### src/rtl/econ_infer_sched.sv
// Inference scheduler: meters frames into a compute core under a credit limit,
// tracks per-frame parameter fetches, and buffers results in an FWFT FIFO.
module econ_infer_sched #(
  parameter int IN_W   = 384,
  parameter int OUT_W  = 80,
  parameter int DEPTH  = 4,
  parameter int WD_CYC = 1024
) (
  input  logic             clk,
  input  logic             reset,
  input  logic             cfg_start,
  input  logic             cfg_stop,
  input  logic [15:0]      cfg_count,
  input  logic [IN_W-1:0]  s_dat,
  input  logic             s_vld,
  output logic             s_rdy,
  output logic [IN_W-1:0]  c_in_dat,
  output logic             c_in_vld,
  input  logic             c_in_rdy,
  output logic [3:0]       p_vld,
  input  logic [3:0]       p_rdy,
  input  logic [OUT_W-1:0] c_out_dat,
  input  logic             c_out_vld,
  output logic             c_out_rdy,
  output logic [OUT_W-1:0] m_dat,
  output logic             m_vld,
  input  logic             m_rdy,
  output logic             busy,
  output logic             done,
  output logic             err,
  output logic [15:0]      frames_in,
  output logic [15:0]      frames_out
);

  localparam int AW     = (DEPTH > 1) ? $clog2(DEPTH) : 1;
  localparam int CW     = $clog2(DEPTH + 1);
  localparam int WW     = $clog2(WD_CYC + 1);
  localparam int OWED_W = 16;

  typedef enum logic [1:0] {IDLE, RUN, DRAIN, HALT} state_t;

  state_t            state;
  logic [CW-1:0]     inflight;
  logic [CW-1:0]     fifo_cnt;
  logic [OWED_W-1:0] owed [4];
  logic [WW-1:0]     wd_cnt;
  logic [15:0]       count_lat;
  logic [AW-1:0]     wr_ptr;
  logic [AW-1:0]     rd_ptr;
  logic [OUT_W-1:0]  mem [DEPTH];

  logic          active;
  logic [CW:0]   credit_sum;
  logic          credit_ok;
  logic          gate;
  logic          issue;
  logic [3:0]    p_hs;
  logic          fifo_full;
  logic          fifo_empty;
  logic          push;
  logic          pop;
  logic          owed_any;
  logic          wd_active;
  logic          wd_kick;
  logic          wd_expire;
  logic          last_frame;
  logic          drained;

  // Credits cover both core occupancy and FIFO slots, so a result always has room.
  assign active     = (state == RUN) || (state == DRAIN);
  assign credit_sum = {1'b0, inflight} + {1'b0, fifo_cnt};
  assign credit_ok  = credit_sum < (CW+1)'(DEPTH);
  assign gate       = (state == RUN) && credit_ok;

  assign c_in_dat = s_dat;
  assign c_in_vld = s_vld && gate;
  assign s_rdy    = c_in_rdy && gate;
  assign issue    = c_in_vld && c_in_rdy;

  always_comb begin
    for (int i = 0; i < 4; i++) p_vld[i] = (owed[i] != '0) && active;
  end
  assign p_hs = p_vld & p_rdy;

  assign fifo_full  = (fifo_cnt == CW'(DEPTH));
  assign fifo_empty = (fifo_cnt == '0);
  assign c_out_rdy  = !fifo_full && active;
  assign push       = c_out_vld && c_out_rdy;
  assign m_vld      = !fifo_empty;
  assign m_dat      = mem[rd_ptr];
  assign pop        = m_vld && m_rdy;

  assign owed_any   = (owed[0] != '0) || (owed[1] != '0) || (owed[2] != '0) || (owed[3] != '0);
  assign wd_active  = (inflight != '0) || owed_any;
  assign wd_kick    = push || (p_hs != '0);
  assign wd_expire  = (state != HALT) && wd_active && !wd_kick && (wd_cnt == WW'(WD_CYC - 1));
  assign last_frame = issue && (count_lat != '0) && ((frames_in + 16'd1) == count_lat);
  assign drained    = (inflight == '0) && !owed_any && fifo_empty;

  assign busy = (state != IDLE);

  always_ff @(posedge clk) begin
    if (reset) begin
      state      <= IDLE;
      inflight   <= '0;
      fifo_cnt   <= '0;
      wr_ptr     <= '0;
      rd_ptr     <= '0;
      wd_cnt     <= '0;
      count_lat  <= '0;
      done       <= 1'b0;
      err        <= 1'b0;
      frames_in  <= '0;
      frames_out <= '0;
      for (int i = 0; i < 4; i++) owed[i] <= '0;
    end else begin
      done <= 1'b0;

      if (issue && !push)      inflight <= inflight + CW'(1);
      else if (!issue && push) inflight <= inflight - CW'(1);

      for (int i = 0; i < 4; i++) begin
        if (issue && !p_hs[i])      owed[i] <= owed[i] + OWED_W'(1);
        else if (!issue && p_hs[i]) owed[i] <= owed[i] - OWED_W'(1);
      end

      if (push) wr_ptr <= wr_ptr + AW'(1);
      if (pop)  rd_ptr <= rd_ptr + AW'(1);
      if (push && !pop)      fifo_cnt <= fifo_cnt + CW'(1);
      else if (!push && pop) fifo_cnt <= fifo_cnt - CW'(1);

      if (issue) frames_in  <= frames_in + 16'd1;
      if (pop)   frames_out <= frames_out + 16'd1;

      if (wd_kick)                           wd_cnt <= '0;
      else if (wd_active && state != HALT)   wd_cnt <= wd_cnt + WW'(1);

      case (state)
        IDLE: if (cfg_start) begin
          state      <= RUN;
          frames_in  <= '0;
          frames_out <= '0;
          err        <= 1'b0;
          count_lat  <= cfg_count;
        end
        RUN:   if (cfg_stop || last_frame) state <= DRAIN;
        DRAIN: if (drained) begin
          state <= IDLE;
          done  <= 1'b1;
        end
        default: ;
      endcase

      if (wd_expire) begin
        state <= HALT;
        err   <= 1'b1;
        done  <= 1'b0;
      end
    end
  end

  // Result storage carries data only; occupancy is tracked by the control pointers.
  always_ff @(posedge clk) begin
    if (push) mem[wr_ptr] <= c_out_dat;
  end

endmodule

### config.mk
export PLATFORM = sky130hd
export DESIGN_NAME = econ_infer_sched
export DESIGN_NICKNAME = d
export VERILOG_FILES = /design/src/rtl/econ_infer_sched.sv
export SDC_FILE = /design/constraint.sdc
export NUM_CORES = 1
export LEC_CHECK = 0
export CAP_MARGIN = 20
export CORE_AREA = 2 2 388 390
export DETAILED_ROUTE_END_ITERATION = 7
export DIE_AREA = 0 0 390 392
export PLACE_DENSITY = 0.33
export SLEW_MARGIN = 20
export SYNTH_ARGS = -nofsm -noshare
export SYNTH_HDL_FRONTEND = slang
export SYNTH_SLANG_ARGS = --single-unit
### constraint.sdc
create_clock -name clk -period 5.35 [get_ports clk]
set_input_delay 1.3375 -clock clk [delete_from_list [all_inputs] [get_ports clk]]
set_output_delay 1.3375 -clock clk [all_outputs]
set_load 0.1 [all_outputs]
==> impl_metrics.tcl, run 1 <==
set metrics [dict create \
    finalWorstSetupSlack_ns 0.709 \
    cap_violations 0 \
    hpwl_mm 57.6 \
    syn_avg_cell_area_sq_um 12.9 \
    worst_hold_path_type "reg -> reg" \
    antenna_found_initial 9 \
    vias 13800 \
    die_h_um 392 \
    critPathMaxFanout 20 \
    ys_ff_latch 459 \
    grt-ovfl-total 0 \
    async_flop_share 0 \
    worst_slew_pin_slew_ns 1.21 \
    die_w_um 390 \
    rsz0062_at_grt "false" \
    start_kind "register" \
    yosysSeqAreaShare 0.560 \
    status "complete, no violations" \
    start_util 0.156 \
    drt_iter0_markers 678 \
    place_area_sq_mm 0.0251 \
    avgRoutedWirePerCell_um 21.8 \
    r2r-start "state[1]$_SDFFE_PP0P_" \
    multi_input_area_sq_mm 0.00705 \
    synthTopCellsByCount "385 x buf_4, 384 x edfxtp_1, 124 x nor2_1, 85 x nand2_1, 80 x mux4_2" \
    cts_tree "yes" \
    arrival_ns 3.30 \
    stdcell_count 3677 \
    fin_nets 2240 \
    p_total_mw 15.2 \
    synth_top_area_share 0.495 \
    setup_tns_ns 0 \
    portBuffers 230 \
    grt_max_degree 81 \
    cts_buffers 60 \
    cp.required_ns 4.01 \
    cts_hold_buffers 0 \
    r2r_end "owed[2][14]$_SDFFCE_PN0P_" \
    synth_cell_types 63 \
    ant_nets 0 \
    fin_area_sq_mm 0.0270 \
    cts_setup_buffers 0 \
    drive_above_1_share 0.139 \
    whs_ns 0.483 \
    cp-end-kind "output pin" \
    hold_end "count_lat[10]$_SDFFE_PP0P_" \
    fp.coreArea_sq_mm 0.149 \
    postLayoutCoreUtil 0.181 \
    ys.flop_type "edfxtp_1" \
    synthTopCellsByArea "edfxtp_1 50%, buf_4 12%, mux4_2 7.7%, dfxtp_1 6.5%, ha_1 3.2%" \
    area_growth_pct 16.1 \
    fmax_mhz 215 \
    p_leak_nw 8.65 \
    post-route-period-util 0.867 \
    slew_violations 0 \
    pre_cts_ws_ns 0.276 \
    io_pins 999 \
    grt_usage 0.101 \
    reg2reg_slack_ns 0.99 \
    placed_cells 3565 \
    yosysMostFrequentCell "buf_4" \
    ir_worst_vdd_mv 0.842 \
    syn_area_sq_mm 0.0233 \
    finalHoldViolCount 0 \
    drt_pass1_iterations 5 \
    skew_ns 0.0250 \
    die-area_sq_mm 0.153 \
    register_area_sq_mm 0.0130 \
    grt_pass1_wl_mm 110 \
    drc_errors 0 \
    p_per_area_mw_per_mm2 563 \
    fillers 16200 \
    hold_start "count_lat[10]$_SDFFE_PP0P_" \
    routed_wl_mm 80.1 \
    cts_resized 0 \
    rr_worst_depth 15 \
    synth_nets 2368 \
    gp_congestion 0.717 \
    clkTransAtPathRegs_ns 0.06 \
    slew_headroom 0.190 \
    path_class "reg -> out" \
    root_buffer "clkbuf_16" \
    clk_latency_ns 0.66 \
    clock-sinks 459 \
    grt_pass1_vias 14300 \
    synth_edf_count 384 \
    min_period_ns 4.64 \
    yosys_warnings 0 \
    synthCells 1811 \
    finalSetupViolCount 0 \
    avgViaCountPerCell 3.75 \
    clock_path_buffers 3 \
    yosys.area.top_type "edfxtp_1" \
    rows 142 \
    cts-htree-levels 2 \
    min_path_cells 2 \
]
placed cells by master (no fill, tap or decap), types with 41 or more instances in the layout:
| cell | n |
|---|---|
| ha_1 | 60 |
| clkbuf_16 | 60 |
| dfxtp_1 | 73 |
| nand2_1 | 85 |
| edfxtp_1 | 384 |
| a21oi_1 | 70 |
| nor2_1 | 124 |
| xor2_1 | 56 |
| buf_4 | 43 |
| xnor2_1 | 41 |
| mux4_2 | 80 |
| clkdlybuf4s50_1 | 200 |
worst max-delay path: stages, from the launching register on:
cell and delay, ns:
dfxtp_4 0.70, buf_12 0.29, mux4_2 0.59, clkdlybuf4s50_1 1.01
per-layer routing:
layer  part of all wire  GRT usage
met1               0.41      0.120
met2               0.37      0.125
met3               0.19     0.0939
met4              0.019     0.0249
met5             0.0071     0.0249
logic make-up after synthesis:
group                    count (synthesis)  share of synthesized area
AO/OA/AOI/OAI                          205                     0.0567
XOR/XNOR                                97                     0.0365
adder cells (fa/ha/maj)                 65                     0.0366
buffers and inverters                  470                      0.139
flip-flops                             459                      0.560
multiplexers                            85                     0.0796
AND/OR/NAND/NOR                        430                     0.0920
power by group:
part	internal, mW	switching, mW	total [mW]
clock	2.31	1.63	3.94
sequential	4.47	0.381	4.85
combinational	1.84	4.58	6.43
final cells by class:
type	count	area share
Multi-Input combinational cell	882	0.261
Inverter	27	0.00375
Clock buffer	83	0.0603
Clock inverter	28	0.0105
Antenna cell	1	0.0000926
Tap cell	1944	0.0900
Timing Repair Buffer	253	0.0918
Sequential cell	459	0.483
registers in the layout (all words and copies together), names as in the netlist, named ones only:
signal and count:
count_lat 16, done 1, err 1, fifo_cnt 3, frames_in 16, frames_out 16, inflight 3, mem 320
owed 64, rd_ptr 2, state 2, wd_cnt 11, wr_ptr 2
worst max-delay path by stage:
stage,endpoint,depth (start not counted)
6_report,m_dat[0],3
2_1_floorplan,owed[1][14]$_SDFFCE_PN0P_,12
5_1_grt,m_dat[65],3
4_1_cts,m_dat[65],3
3_5_place_dp,owed[2][14]$_SDFFCE_PN0P_,13
3_3_place_gp,owed[2][14]$_SDFFCE_PN0P_,13
Note: power is estimated with default switching activity, not from simulation.
==> inputs of run 2 (changes only) <==
HOLD_SLACK_MARGIN = 0.06   (was not set)
TNS_END_PERCENT = 5   (was not set)
==> impl_metrics.tcl, run 2 (synthesized netlist as in run 1, its figures left out) <==
set metrics [dict create \
    rows 142 \
    worst_hold_path_type "reg -> reg" \
    grt_pass1_vias 13900 \
    portBuffers 230 \
    status "complete, no violations" \
    slew_headroom 0.179 \
    gp_congestion 0.730 \
    cts_buffers 60 \
    postLayoutCoreUtil 0.182 \
    grt_usage 0.101 \
    p_total_mw 15.4 \
    top_register "mem" \
    clkPwrFrac 0.272 \
    root_buffer "clkbuf_16" \
    clock-sinks 459 \
    die_w_um 390 \
    clk_latency_ns 0.67 \
    final_cell_mix "384 x edfxtp_1, 181 x clkdlybuf4s50_1, 124 x nor2_1" \
    fin_nets 2239 \
    clkTransAtPathRegs_ns 0.05 \
    critPathMaxFanout 18 \
    grt_max_degree 47 \
    io_pins 999 \
    switching_share 0.428 \
    finalWorstSetupSlack_ns 0.708 \
    reg_top3 "mem (320), owed (64)" \
    grt-ovfl-total 0 \
    die-area_sq_mm 0.153 \
    finalSetupViolCount 0 \
    area_growth_pct 16.4 \
    cts_tree "yes" \
    hpwl_mm 57.4 \
    finalHoldViolCount 0 \
    ir_worst_vdd_mv 0.424 \
    start_util 0.156 \
    clock_path_buffers 3 \
    fp.coreArea_sq_mm 0.149 \
    slew_violations 0 \
    rsz0062_at_grt "false" \
    start_kind "input port" \
    pre_cts_ws_ns 0.0536 \
    drive_above_1_share 0.153 \
    routed_wl_mm 80.8 \
    layout_commonest_cell "edfxtp_1" \
    avgRoutedWirePerCell_um 22.0 \
    min_path_cells 2 \
    grt_pass1_wl_mm 111 \
    pwr-share-seq 0.313 \
    worst_slew_pin_slew_ns 1.23 \
    cts_setup_buffers 0 \
    fmax_mhz 215 \
    drt_iter0_markers 854 \
    p_per_area_mw_per_mm2 570 \
    cp-end-kind "register" \
    arrival_ns 4.99 \
    post-route-period-util 0.868 \
    drc_errors 0 \
    largest_reg_flops 320 \
    p_sw_mw 6.61 \
    cap_violations 0 \
    cts_hold_buffers 0 \
    cts_resized 0 \
    p_leak_nw 8.75 \
    avgViaCountPerCell 3.77 \
    cp.required_ns 5.70 \
    combPwrFrac 0.414 \
    vias 13900 \
    ant_nets 0 \
    cts-htree-levels 2 \
    skew_ns 0.0461 \
    power.internal_mw 8.83 \
    die_h_um 392 \
    path_class "in -> reg" \
    antenna_found_initial 10 \
    min_period_ns 4.64 \
    drt_pass1_iterations 5 \
    rr_worst_depth 17 \
]
run 2: cell count changes in the layout (fill, tap and decap cells not counted), sizes merged:
cell | before | now
clkdlybuf4s50 | 200 | 181
buf | 53 | 71
clkinv | 18 | 23
bufinv | 4 | 8
clkinvlp | 4 | 0
clkbuf | 83 | 81
inv | 29 | 28
run 2: power by group through the flow:
stage	Sequential [mW]	Clock [mW]	Combinational, mW
after CTS	4.86	4.39	6.51
final	4.84	4.21	6.40
after floorplan	4.75	0	6.26
after global routing	4.91	4.51	6.82
after detailed placement	4.93	0	6.49
after global placement	4.92	0	6.47
run 2: layout make-up:
class                      instances  area (sq um)
sequential                       459         13000
inverter                          27           101
clock buffer                      81          1650
fill                           16100        122000
clock inverter                    32           405
multi-input combinational        882          7050
timing repair buffer             252          2410
antenna                            1          2.50
tap                             1944          2430
run 2: path summary, 6_finish.rpt:
| check | startpoint | to | slack, ns |
|---|---|---|---|
| max | c_in_rdy | owed[1][14]$_SDFFCE_PN0P_ | 0.71 |
| min | wd_cnt[9]$_SDFFE_PP0P_ | wd_cnt[9]$_SDFFE_PP0P_ | 0.49 |
| max reg2reg | state[1]$_SDFFE_PP0P_ | owed[1][14]$_SDFFCE_PN0P_ | 0.81 |
| min reg2reg | wd_cnt[9]$_SDFFE_PP0P_ | wd_cnt[9]$_SDFFE_PP0P_ | 0.49 |
run 2: per-stage QoR:
stage | setup TNS, ns | instances | hold slack, ns | area, sq um
floorplan | -0.167 | 1811 | 0.451 | 23300
global placement | -0.355 | 3564 | 0.464 | 25000
detailed placement | 0 | 3564 | 0.483 | 25000
CTS | 0 | 3677 | 0.492 | 27100
global route | 0 | 3677 | 0.512 | 27100
finish | 0 | 3678 | 0.490 | 27100
run 2: worst max-delay path, stage by stage:
cell and delay, ns:
clkdlybuf4s50_1 0.39, and3_1 0.16, nand2_1 0.12, inv_2 0.06
buf_4 0.23, nor3_2 0.59, buf_4 0.29, ha_1 0.30
a211oi_1 0.35, o21bai_1 0.15, a31oi_1 0.31, o211ai_1 0.20
a41oi_1 0.27, xor2_1 0.16, nor2_1 0.05
run 2: metal layers:
metal	global-route usage	share of wire	vias up
li1	-	-	6071
met1	0.120	0.40	6819
met2	0.126	0.37	854
met3	0.0939	0.20	122
met4	0.0232	0.018	18
met5	0.0354	0.0089	-
==> inputs of run 3 (changes only) <==
HOLD_SLACK_MARGIN = 0.05   (was 0.06)
==> results of run 3 <==
Final layout, timing and power as in run 2 (identical DEF).
